<file path="config.mk">
export PLATFORM = sky130hd
export DESIGN_NAME = imem_loader_flat
export DESIGN_NICKNAME = d
export VERILOG_FILES = /design/src/rtl/imem_loader_if.sv /design/src/rtl/imem_loader.sv /design/src/flat_wrapper.sv
export SDC_FILE = /design/constraint.sdc
export NUM_CORES = 1
export LEC_CHECK = 0
export ABC_AREA = 1
export BUFFER_PORTS_ARGS = -buffer_cell sky130_fd_sc_hd__buf_2
export CAP_MARGIN = 25
export CORE_ASPECT_RATIO = 0.5
export CORE_UTILIZATION = 50
export DETAILED_ROUTE_END_ITERATION = 10
export GPL_ROUTABILITY_DRIVEN = 0
export GPL_TIMING_DRIVEN = 0
export PLACE_DENSITY_LB_ADDON = 0.1
export SLEW_MARGIN = 20
export SYNTH_ARGS = -nofsm -noshare
export SYNTH_HDL_FRONTEND = slang
export SYNTH_SLANG_ARGS = --single-unit
</file>
<file path="constraint.sdc">
create_clock -name clk -period 3.5 [get_ports clk]
set_clock_uncertainty 0.1 [all_clocks]
set_input_delay 0.35 -clock clk [delete_from_list [all_inputs] [get_ports clk]]
set_output_delay 0.35 -clock clk [all_outputs]
set_load 0.05 [all_outputs]
</file>
<file path="src/rtl/imem_loader_if.sv">
// Byte-stream input and instruction-memory write port of the loader.
// master: the byte source / memory side. slave: the loader itself.
`timescale 1ns/1ps
interface imem_loader_if #(
  parameter int ADDR_W = 6,
  parameter int DATA_W = 32
);
  logic              byte_valid;
  logic [7:0]        byte_data;
  logic              byte_ready;
  logic              mem_we;
  logic [ADDR_W-1:0] mem_addr;
  logic [DATA_W-1:0] mem_wdata;

  modport master (
    output byte_valid, byte_data,
    input  byte_ready, mem_we, mem_addr, mem_wdata
  );

  modport slave (
    input  byte_valid, byte_data,
    output byte_ready, mem_we, mem_addr, mem_wdata
  );
endinterface

</file>
<file path="src/rtl/imem_loader.sv">
// Instruction memory loader: assembles a little-endian byte stream into
// 32-bit words, writes them to consecutive word addresses from 0 and holds
// the CPU while a load is in progress.
`timescale 1ns/1ps
module imem_loader #(
  parameter int ADDR_W = 6,
  parameter int DATA_W = 32
) (
  input  logic              clk,
  input  logic              rst_n,
  input  logic              start,
  input  logic [ADDR_W:0]   len,
  input  logic              abort,
  imem_loader_if.slave      bus,
  output logic              cpu_hold,
  output logic              busy,
  output logic              done,
  output logic [ADDR_W:0]   word_count
);

  localparam logic [ADDR_W:0] MAX_LEN = {1'b1, {ADDR_W{1'b0}}};

  typedef enum logic [1:0] {
    S_IDLE,
    S_LOAD,
    S_WRITE,
    S_DONE
  } state_t;

  state_t            state, state_nxt;
  logic [1:0]        byte_idx;
  logic [DATA_W-1:0] asm_word;
  logic [ADDR_W-1:0] addr_q;
  logic [ADDR_W:0]   eff_len;
  logic [ADDR_W:0]   count_inc;
  logic              start_ok;
  logic              byte_acc;
  logic              byte_ready_d;
  logic              mem_we_d;

  // The assembly register is the write data; it is only ever read in WRITE,
  // after all four byte lanes have been refreshed.
  assign bus.mem_wdata  = asm_word;
  assign bus.mem_addr   = addr_q;
  assign bus.byte_ready = byte_ready_d;
  assign bus.mem_we     = mem_we_d;
  assign count_inc      = word_count + 1'b1;

  // State register.
  always_ff @(posedge clk or negedge rst_n) begin
    // NOTE: every clocked block uses non-blocking assignments so all
    // registers update together from pre-edge values.
    if (!rst_n) state <= S_IDLE;
    else        state <= state_nxt;
  end

  // Next-state and output decode; outputs depend on registered state only,
  // inputs only steer the next state and the datapath enables.
  always_comb begin
    // NOTE: defaults first so no path through the case leaves a signal
    // unassigned, which would infer a latch.
    state_nxt    = state;
    byte_ready_d = 1'b0;
    mem_we_d     = 1'b0;
    cpu_hold     = 1'b0;
    busy         = 1'b0;
    done         = 1'b0;
    start_ok     = 1'b0;
    byte_acc     = 1'b0;
    unique case (state)
      S_IDLE, S_DONE: begin
        done = (state == S_DONE);
        // Abort wins over a simultaneous start even though it has no other
        // effect here.
        if (start && !abort) begin
          start_ok  = 1'b1;
          state_nxt = (len == '0) ? S_DONE : S_LOAD;
        end
      end
      S_LOAD: begin
        byte_ready_d = 1'b1;
        cpu_hold     = 1'b1;
        busy         = 1'b1;
        if (abort) begin
          state_nxt = S_IDLE;
        end else if (bus.byte_valid) begin
          byte_acc = 1'b1;
          if (byte_idx == 2'd3) state_nxt = S_WRITE;
        end
      end
      S_WRITE: begin
        // The word is complete, so the write goes out even if abort is high.
        mem_we_d = 1'b1;
        cpu_hold = 1'b1;
        busy     = 1'b1;
        if (abort)                     state_nxt = S_IDLE;
        else if (count_inc == eff_len) state_nxt = S_DONE;
        else                           state_nxt = S_LOAD;
      end
      default: state_nxt = S_IDLE;
    endcase
  end

  // Datapath: length latch, byte assembly, word address and word counter.
  always_ff @(posedge clk or negedge rst_n) begin
    if (!rst_n) begin
      eff_len    <= '0;
      word_count <= '0;
      addr_q     <= '0;
      byte_idx   <= '0;
      asm_word   <= '0;
    end else begin
      if (start_ok) begin
        eff_len    <= (len > MAX_LEN) ? MAX_LEN : len;
        word_count <= '0;
        addr_q     <= '0;
        byte_idx   <= '0;
      end
      if (byte_acc) begin
        asm_word[8*byte_idx +: 8] <= bus.byte_data;
        byte_idx                  <= byte_idx + 2'd1;
      end
      if (busy && abort) begin
        byte_idx <= '0;
      end
      // Address wraps naturally at 2**ADDR_W.
      if (state == S_WRITE && !abort) begin
        word_count <= count_inc;
        addr_q     <= addr_q + 1'b1;
      end
    end
  end

endmodule

</file>
<file path="src/flat_wrapper.sv">
// flat-port wrapper written by rule: the top's interface ports become plain ports
module imem_loader_flat 
#(
  parameter int ADDR_W = 6,
  parameter int DATA_W = 32
)
  (clk, rst_n, start, len, abort, cpu_hold, busy, done, word_count, bus_byte_valid, bus_byte_data, bus_byte_ready, bus_mem_we, bus_mem_addr, bus_mem_wdata);
  imem_loader_if #(.ADDR_W(ADDR_W), .DATA_W(DATA_W)) bus_i ();
  input  logic clk;
  input  logic rst_n;
  input  logic start;
  input  logic [ADDR_W:0] len;
  input  logic abort;
  output logic cpu_hold;
  output logic busy;
  output logic done;
  output logic [ADDR_W:0] word_count;
  input wire logic [$bits(bus_i.byte_valid)-1:0] bus_byte_valid;
  input wire logic [$bits(bus_i.byte_data)-1:0] bus_byte_data;
  output wire logic [$bits(bus_i.byte_ready)-1:0] bus_byte_ready;
  output wire logic [$bits(bus_i.mem_we)-1:0] bus_mem_we;
  output wire logic [$bits(bus_i.mem_addr)-1:0] bus_mem_addr;
  output wire logic [$bits(bus_i.mem_wdata)-1:0] bus_mem_wdata;
  assign bus_i.byte_valid = bus_byte_valid;
  assign bus_i.byte_data = bus_byte_data;
  assign bus_byte_ready = bus_i.byte_ready;
  assign bus_mem_we = bus_i.mem_we;
  assign bus_mem_addr = bus_i.mem_addr;
  assign bus_mem_wdata = bus_i.mem_wdata;
  imem_loader #(.ADDR_W(ADDR_W), .DATA_W(DATA_W)) u_core (.clk(clk), .rst_n(rst_n), .start(start), .len(len), .abort(abort), .bus(bus_i), .cpu_hold(cpu_hold), .busy(busy), .done(done), .word_count(word_count));
endmodule
</file>
==> impl_metrics.csv, run 1 <==
group,metric,value,unit
power_and_ir_drop,pwr_density_cell,790.0,nW/um2
power_and_ir_drop,ir_drop,458.0,uV
clock_tree,cts_sinks,56,
clock_tree,cts_buffers,5,
die,die_x,108.0,um
drt,num_vias,2538,
synth,ys_types,30,
setup_path,required,3.60,ns
die,die-area,5942,um2
global_routing,grt_pass1_vias,2208,
setup_path,crit_path_top_delay_cell,"dfrtp_1",
global_routing,antenna_found_initial,0,
setup_path,critical_path_class,"flip-flop to flip-flop",
setup_path,cp_cell_sequence,"clkbuf_1 > inv_1 > ha_1 > inv_2 > clkbuf_1 > nand3_1 > o41ai_1",
drt,wl,6.377,mm
power_and_ir_drop,p_leak,1.768,nW
die,row_count,18,
sta,slew_headroom,0.4750,
final_layout,layout_commonest_cell,"buf_2",
sta,tightest_slew,0.7815,ns
synth,syn-cell-area,2810,um2
final_layout,mostFrequentLayoutCells,"buf_2 (71), dfrtp_1 (56), nand2_1 (54)",
final_layout,fin_util,0.6465,
sta,finalSetupViolCount,0,
final_layout,regArea,1401,um2
sta,layout_min_cycle_time,2.428,ns
setup_path,slowest_delay,0.45,ns
clock_tree,ctsHoldBuffers,0,
sta,grt_setup_unrepaired,"no",
global_routing,grt-ovfl-total,0,
synth,syn_avg_cell_area,8.700,um2
clock_tree,clk_latency,0.31,ns
synth,yosys_warnings,0,
sta,whs,-0.02701,ns
sta,hold_viol_final,56,
synth,synth_cells,323,
synth,ys_ff_latch,56,
flow_run,drv_cap,0,
setup_path,cp-start-kind,"flip-flop",
global_routing,grt_start_max_net_pins,57,
setup_path,crit_fanout,10,
clock_tree,ctsLongestPathBuffers,2,
die,dieHeight,55.01,um
clock_tree,ctsResizeCount,0,
die,io_pins,70,
hold_path,hold_path.class,"input port to async pin",
drt,drt_iter0_drc,136,
sta,period_share,0.6936,
final_layout,drive_above_1_share,0.2525,
sta,tns,0,ns
placement,dp_hpwl,4.822,mm
synth,syn-num-nets,354,
setup_path,cpMostUsedCell,"clkbuf_1",
final_layout,multi_input_area,1206,um2
drt,drc,0,
clock_tree,root_buffer,"clkbuf_8",
clock_tree,postCtsSetupRepairBufs,0,
drt,drt-pass1-iter-count,4,
sta,slew_viol_final,0,
die,start_util,0.5449,
outcome,status,"finished with violations",
drt,ant_nets,0,
clock_tree,cts_tree,"built",
setup_path,reg2reg_slack,1.07,ns
setup_path,worst_ep_arrival_time,2.53,ns
sta,max_freq,0.4119,GHz
synth,yosysSeqAreaShare,0.4987,
drt,via_per_inst,5.400,
global_routing,grt_pass1_wl,10.29,mm
die,core_area,5157,um2
final_layout,num-fill-cells,459,
placement,io_buffer_count,69,
outcome,violations,"hold timing",
setup_path,crit_family,"buffers and inverters",
final_layout,fin_nets,430,
power_and_ir_drop,finalPower,2.634,mW
global_routing,grtUsageTotal,0.2286,
clock_tree,cts_max_level,2,
clock_tree,clkTransAtPathRegs,0.10,ns
setup_path,critPathCaptureType,"flip-flop",
final_layout,syn2layout_area_growth,18.66,%
drt,avgRoutedWirePerCell,13.57,um
final_layout,antenna_cells,0,
setup_path,cp_num_buf_inv,4,
## cell usage after synthesis, drive strengths merged
cell	count	area share
a21oi	4	0.0085
a22o	1	0.0031
a32o	1	0.0036
buf	4	0.0080
clkbuf	7	0.0094
dfrtp	56	0.50
ha	11	0.049
inv	41	0.055
mux2	1	0.0040
nand2	59	0.083
nand3	35	0.062
nand4	9	0.020
nor2	15	0.025
nor3	4	0.013
nor4	1	0.0022
o211ai	2	0.0053
o21ai	50	0.089
o22ai	4	0.0089
o31ai	8	0.021
o41ai	8	0.025
or2	1	0.0022
xnor2	1	0.0031
## worst register-to-register path, stage by stage (launching register included)
cell,delay [ns]
dfrtp_1,0.45
clkbuf_1,0.33
inv_1,0.18
ha_1,0.25
inv_2,0.11
clkbuf_1,0.32
nand3_1,0.21
o41ai_1,0.38
## cell type report
class                      count  area share
buffer                        11     0.01463
clock buffer                   6     0.02176
inverter                      41     0.04615
sequential                    56      0.4203
multi-input combinational    215      0.3617
timing repair buffer          69      0.1043
clock inverter                 2    0.004878
tap                           70     0.02627
## stage by stage
stage               setup WS (ns)  cells  cell area, um2
floorplan                   1.483    323            2810
global placement            1.191    462            3243
detailed placement          1.098    462            3246
CTS                         1.072    470            3334
global route               0.8695    470            3334
finish                      1.072    470            3334
## layer usage
metal  track usage  vias to the layer above  wire length, um
li1              -                     1259                -
met1        0.3050                     1211             3020
met2        0.3875                       64             2978
met3       0.05269                        4              343
met4       0.05251                        0               34
met5             0                        -                0
## report_power, final
group	internal, mW	switching, mW	leakage [nW]
Clock	0.143	0.213	0.0414
Combinational	0.331	1.04	0.971
Sequential	0.793	0.119	0.756
## state kept, by name (all words and copies together) (netlist names)
| register | flops |
|---|---|
| u_core.eff_len | 7 |
| u_core.state | 2 |
| u_core.byte_idx | 2 |
| u_core.bus.mem_wdata | 32 |
| u_core.bus.mem_addr | 6 |
| u_core.word_count | 7 |
## cell families after synthesis
family,Yosys count,synth area share
flip-flops,56,0.4987
XOR/XNOR,1,0.003117
AO/OA/AOI/OAI,78,0.1647
adder cells (fa/ha/maj),11,0.04898
AND/OR/NAND/NOR,124,0.2084
multiplexers,1,0.004007
buffers and inverters,52,0.07213
## path summary, 6_finish.rpt
path / from / endpoint / depth (start not counted)
min in group clk: len[5] / u_core.eff_len[5] / 3
max in group asynchronous: rst_n / u_core.state[0] / 1
min: rst_n / u_core.word_count[0] / 1
min reg2reg: u_core.bus.mem_wdata[18] / u_core.bus.mem_wdata[18] / 2
max: u_core.byte_idx[0] / u_core.bus.mem_wdata[30] / 7
max reg2reg: u_core.byte_idx[0] / u_core.bus.mem_wdata[30] / 7
No activity file was read; power rests on OpenSTA's default activity.
==> run 2: changes to the inputs <==
ABC_AREA = 0   (was 1)
CORE_UTILIZATION = 48   (was 50)
clock period = 2.1 ns   (was 3.5 ns; I/O delays follow)
==> impl_metrics.csv, run 2 <==
group,metric,value,unit
clock_tree,clk_latency,0.30,ns
clock_tree,root_buffer,"clkbuf_16",
die,die_x,108.6,um
final_layout,largest_reg_flops,32,
final_layout,antenna_cells,0,
synth,post_synth_fa_ha_maj_area_fraction,0.05046,
clock_tree,clkTransAtPathRegs,0.07,ns
synth,yosys_warnings,0,
drt,drc,0,
drt,via_per_inst,5.343,
clock_tree,ctsLongestPathBuffers,2,
flow_run,drv_cap,0,
clock_tree,cts_tree,"built",
synth,async_flop_share,1.000,
sta,hold_viol_final,0,
synth,synth_top_cell_area_share,0.5138,
synth,syn-cell-area,2728,um2
setup_path,critical_path_class,"flip-flop to flip-flop",
hold_path,hold_path.class,"input port to flip-flop",
synth,syn-num-nets,333,
setup_path,cp-start-kind,"flip-flop",
synth,synth_commonest_cells,"nand2_1 (96), dfrtp_1 (56), o21ai_0 (51), ha_1 (11), clkbuf_1 (9)",
final_layout,syn2layout_area_growth,27.39,%
synth,synth-edff-count,0,
global_routing,grt_start_max_net_pins,57,
final_layout,fin_util,0.6708,
synth,synth.largest_area_cell,"dfrtp_1",
synth,synth_compound_area_frac,0.1505,
final_layout,mostFrequentLayoutCells,"nand2_1 (96), buf_2 (70), o21ai_0 (51)",
drt,wl,6.312,mm
die,core_area,5180,um2
final_layout,num-fill-cells,417,
final_layout,fin_nets,415,
power_and_ir_drop,pwr_density_cell,1252,nW/um2
sta,max_freq,0.4966,GHz
drt,drt-pass1-iter-count,4,
synth,yosys.area_share.simple,0.2092,
sta,slew_headroom,0.5350,
setup_path,slowest_delay,0.54,ns
sta,whs,0.06642,ns
setup_path,required,2.22,ns
sta,finalSetupViolCount,0,
placement,dp_hpwl,4.523,mm
global_routing,grt_pass1_vias,2208,
sta,tightest_slew,0.6975,ns
synth,synth_most_common_cell,"nand2_1",
drt,drt_iter0_drc,83,
die,start_util,0.5266,
final_layout,instances_no_fill,455,
power_and_ir_drop,finalPower,4.351,mW
synth,ys_types,40,
final_layout,drive_above_1_share,0.2857,
setup_path,cp_cell_sequence,"ha_4 > and4_4 > a2111oi_4 > nand2_1 > or4_1 > a41oi_2",
synth,synth_cells,302,
power_and_ir_drop,p_leak,1.675,nW
final_layout,layout_commonest_cell,"nand2_1",
global_routing,grt_pass1_wl,10.36,mm
global_routing,grt-ovfl-total,0,
clock_tree,cts_max_level,2,
global_routing,grtUsageTotal,0.2227,
sta,period_share,0.9589,
synth,syn_avg_cell_area,9.032,um2
synth,synth_top_family_by_area,"simple AND/OR/NAND/NOR gates",
sta,slew_viol_final,0,
sta,layout_min_cycle_time,2.014,ns
synth,synth_flop_cell,"dfrtp_1",
setup_path,crit_fanout,7,
global_routing,antenna_found_initial,0,
power_and_ir_drop,ir_drop,773.4,uV
placement,dp.cells,441,
synth,synth.area.top_cells,"dfrtp_1 (51%), nand2_1 (13%), o21ai_0 (9.4%)",
synth,yosysSeqAreaShare,0.5138,
setup_path,crit_path_top_delay_cell,"or4_1",
placement,io_buffer_count,69,
synth,ys_ff_latch,56,
clock_tree,cts_sinks,56,
setup_path,worst_ep_arrival_time,2.13,ns
drt,ant_nets,0,
die,dieHeight,55.31,um
die,row_count,18,
synth,synthXorXnorAreaFrac,0.03853,
clock_tree,cts_buffers,5,
outcome,status,"complete, no violations",
drt,num_vias,2431,
setup_path,critPathCaptureType,"flip-flop",
synth,synthMuxAreaShare,0.004128,
die,die-area,6006,um2
die,io_pins,70,
drt,avgRoutedWirePerCell,13.87,um
run 2: cell count changes in the layout (fill, tap and decap cells not counted), sizes merged, moves of 7 or more:
cell and change:
inv -32, nand3 -30, nor2 -11, nand2b +8, nand2 +37, nand4 -7, o41ai -7
run 2: cells by family (layout without fill, tap and decap cells):
logic type,count (synthesis),after routing
AO/OA/AOI/OAI,71,71
XOR/XNOR,12,12
adder cells (fa/ha/maj),11,11
buffers and inverters,21,104
flip-flops,56,56
multiplexers,1,1
AND/OR/NAND/NOR,130,130
run 2: worst max-delay path, delay by kind of cell (launching register included):
kind,cells,cell delay [ns]
AND/OR/NAND/NOR,3,0.78
flip-flops,1,0.44
AO/OA/AOI/OAI,2,0.42
adder cells (fa/ha/maj),1,0.19
run 2: path summary, 6_finish.rpt:
check,from,end,slack (ns),depth (start not counted)
max,u_core.word_count[0],u_core.state[1],0.09,6
min,abort,u_core.byte_idx[1],0.07,2
max reg2reg,u_core.word_count[0],u_core.state[1],0.09,6
min reg2reg,u_core.bus.mem_wdata[6],u_core.bus.mem_wdata[6],0.38,2
max in group asynchronous,rst_n,u_core.word_count[1],0.98,2
min in group asynchronous,rst_n,u_core.bus.mem_wdata[4],0.40,2
run 2: layout make-up:
| class | count | area, um2 | share of cell area |
|---|---|---|---|
| Sequential cell | 56 | 1409 | 0.4055 |
| Multi-Input combinational cell | 225 | 1339 | 0.3853 |
| Timing Repair Buffer | 76 | 402.9 | 0.1160 |
| Clock buffer | 5 | 125.1 | 0.03601 |
| Tap cell | 70 | 87.58 | 0.02521 |
| Buffer | 12 | 60.06 | 0.01728 |
| Inverter | 8 | 30.03 | 0.008642 |
| Clock inverter | 3 | 21.27 | 0.006122 |
run 2: where the power goes:
part / switching, mW / leakage, nW / internal [mW]
clock: 0.399 / 0.0702 / 0.445
combinational: 1.38 / 0.855 / 0.659
sequential: 0.187 / 0.750 / 1.28
total: 1.97 / 1.68 / 2.38
run 2: what timing repair did:
item,4_1_cts,5_1_grt
gates resized for setup,1,18
pin swaps,0,2
setup buffers,0,6
setup endpoints to repair,36,37
hold buffers,1,0
endpoints found under the hold margin,56,0
run 2: per-layer routing:
metal / part of all wire / GRT usage / vias up
met4: 0.011 / 0.07915 / 0
met1: 0.49 / 0.3210 / 1170
li1: - / - / 1183
met3: 0.052 / 0.04841 / 9
met2: 0.45 / 0.3309 / 69
met5: 0 / 0 / -
run 2: metrics by stage:
stage | setup TNS, ns | area (um2) | worst slack (ns)
floorplan | -0.01325 | 2756 | -0.01325
global placement | -0.2743 | 3189 | -0.04352
detailed placement | -1.643 | 3192 | -0.1391
CTS | -2.805 | 3349 | -0.1761
global route | -0.07088 | 3475 | -0.02785
finish | 0 | 3475 | 0.08633
==> run 3: changes to the inputs <==
CORE_UTILIZATION = 50   (was 48)
clock period = 2.45 ns   (was 2.1 ns; I/O delays follow)
==> impl_metrics.csv, run 3 (synthesis gave the netlist of run 2 again) <==
group,metric,value,unit
global_routing,grt_pass1_wl,9.977,mm
sta,finalSetupViolCount,0,
placement,dp_hpwl,4.433,mm
power_and_ir_drop,ir_drop,727.2,uV
final_layout,fin_nets,410,
setup_path,worst_ep_arrival_time,2.45,ns
final_layout,fin_util,0.6409,
placement,io_buffer_count,69,
power_and_ir_drop,pwr_density_cell,1004,nW/um2
global_routing,grt_start_max_net_pins,57,
clock_tree,root_buffer,"clkbuf_8",
final_layout,design_area,3262,um2
placement,place_area,3163,um2
clock_tree,clkTransAtPathRegs,0.10,ns
setup_path,required,2.58,ns
sta,period_share,0.9462,
drt,avgRoutedWirePerCell,13.47,um
setup_path,critical_path_class,"flip-flop to flip-flop",
clock_tree,cts_max_level,2,
drt,drt_iter0_drc,106,
setup_path,critPathCaptureType,"flip-flop",
drt,num_vias,2332,
die,io_pins,70,
drt,via_per_inst,5.182,
die,die-area,5773,um2
global_routing,grt-ovfl-total,0,
die,start_util,0.5359,
global_routing,antenna_found_initial,0,
clock_tree,ctsLongestPathBuffers,2,
final_layout,mostFrequentLayoutCells,"nand2_1 (96), buf_2 (69), dfrtp_1 (56)",
hold_path,hold_path.class,"input port to flip-flop",
sta,hold_viol_final,0,
sta,layout_min_cycle_time,2.318,ns
sta,grt_setup_unrepaired,"yes",
drt,wl,6.062,mm
sta,slew_headroom,0.4013,
drt,ant_nets,0,
sta,max_freq,0.4314,GHz
global_routing,grtUsageTotal,0.2283,
clock_tree,clk_latency,0.31,ns
final_layout,antenna_cells,0,
sta,slew_viol_final,0,
final_layout,syn2layout_area_growth,19.59,%
final_layout,largest_reg_flops,32,
clock_tree,cts_tree,"built",
drt,drc,0,
sta,tightest_slew,0.8961,ns
final_layout,layout_commonest_cell,"nand2_1",
clock_tree,cts_sinks,56,
final_layout,num-fill-cells,443,
power_and_ir_drop,p_leak,1.598,nW
clock_tree,ctsResizeCount,0,
global_routing,grt_pass1_vias,2030,
clock_tree,cts_buffers,5,
final_layout,drive_above_1_share,0.2184,
setup_path,cp-start-kind,"flip-flop",
die,core_area,5090,um2
die,row_count,18,
die,die_x,106.5,um
die,dieHeight,54.23,um
drt,drt-pass1-iter-count,6,
setup_path,crit_fanout,7,
power_and_ir_drop,finalPower,3.274,mW
outcome,status,"complete, no violations",
flow_run,drv_cap,0,
## run 3: cell count changes in the layout (fill, tap and decap cells not counted), moves of 4 or more
| cell | previous run | this run |
|---|---|---|
| clkbuf_16 | 5 | 0 |
| dfrtp_2 | 6 | 0 |
| buf_4 | 8 | 2 |
| dfrtp_1 | 50 | 56 |
| clkbuf_8 | 0 | 5 |
| ha_1 | 7 | 11 |
## run 3: timing repair
item | CTS | global route
hold buffers | 1 | 0
endpoints found under the hold margin | 56 | 0
endpoints found under the setup margin | 0 | 3
buffers inserted | 0 | 0
## run 3: area by class of cell
class                      instances  area, um2  area share
timing repair buffer              70      357.8      0.1097
tap                               70      87.58     0.02685
inverter                           8      30.03    0.009206
buffer                            13      61.31     0.01880
clock inverter                     2      16.27    0.004987
sequential                        56       1401      0.4296
multi-input combinational        225       1235      0.3786
clock buffer                       6      72.57     0.02225
## run 3: metrics by stage
stage	instances	setup WS (ns)	TNS (ns)	hold WS (ns)
after global placement	441	0.1889	0	0.3556
final	450	0.1319	0	0.07177
after floorplan	302	0.08086	0	-0.1506
after global routing	450	-0.03491	-0.07295	0.08216
after detailed placement	441	0.1713	0	0.2396
after CTS	450	0.1378	0	0.06939
## run 3: worst max-delay path: stages (launching register included)
cell and delay, ns:
dfrtp_1 0.46, ha_1 0.30, and4_2 0.23, a2111oi_0 0.43, nand2_1 0.08, or4_1 0.43
a41oi_2 0.20
## run 3: report_power, final
part	switching [mW]	internal (mW)	leakage, nW
clock	0.308	0.204	0.0414
sequential	0.145	1.09	0.759
combinational	1.09	0.431	0.797
## run 3: per-layer routing
layer  part of all wire  wire length, um  vias up  GRT usage
met5                  0                0        -          0
met4             0.0063               38        0    0.05251
met3              0.050              306        5    0.04762
met2               0.45             2703       65     0.3723
met1               0.50             3013     1092     0.3206
li1                   -                -     1170          -
## run 3: worst paths after layout
kind                                              start                       to  slack (ns)  cells past startpoint
worst max-delay path               u_core.word_count[0]          u_core.state[1]        0.13                      6
worst min-delay path                              abort       u_core.byte_idx[1]        0.07                      2
worst max register to register     u_core.word_count[0]          u_core.state[1]        0.13                      6
worst min register to register  u_core.bus.mem_wdata[9]  u_core.bus.mem_wdata[9]        0.38                      2
max in group asynchronous                         rst_n          u_core.state[1]        1.35                      2
min in group asynchronous                         rst_n  u_core.bus.mem_wdata[6]        0.42                      2
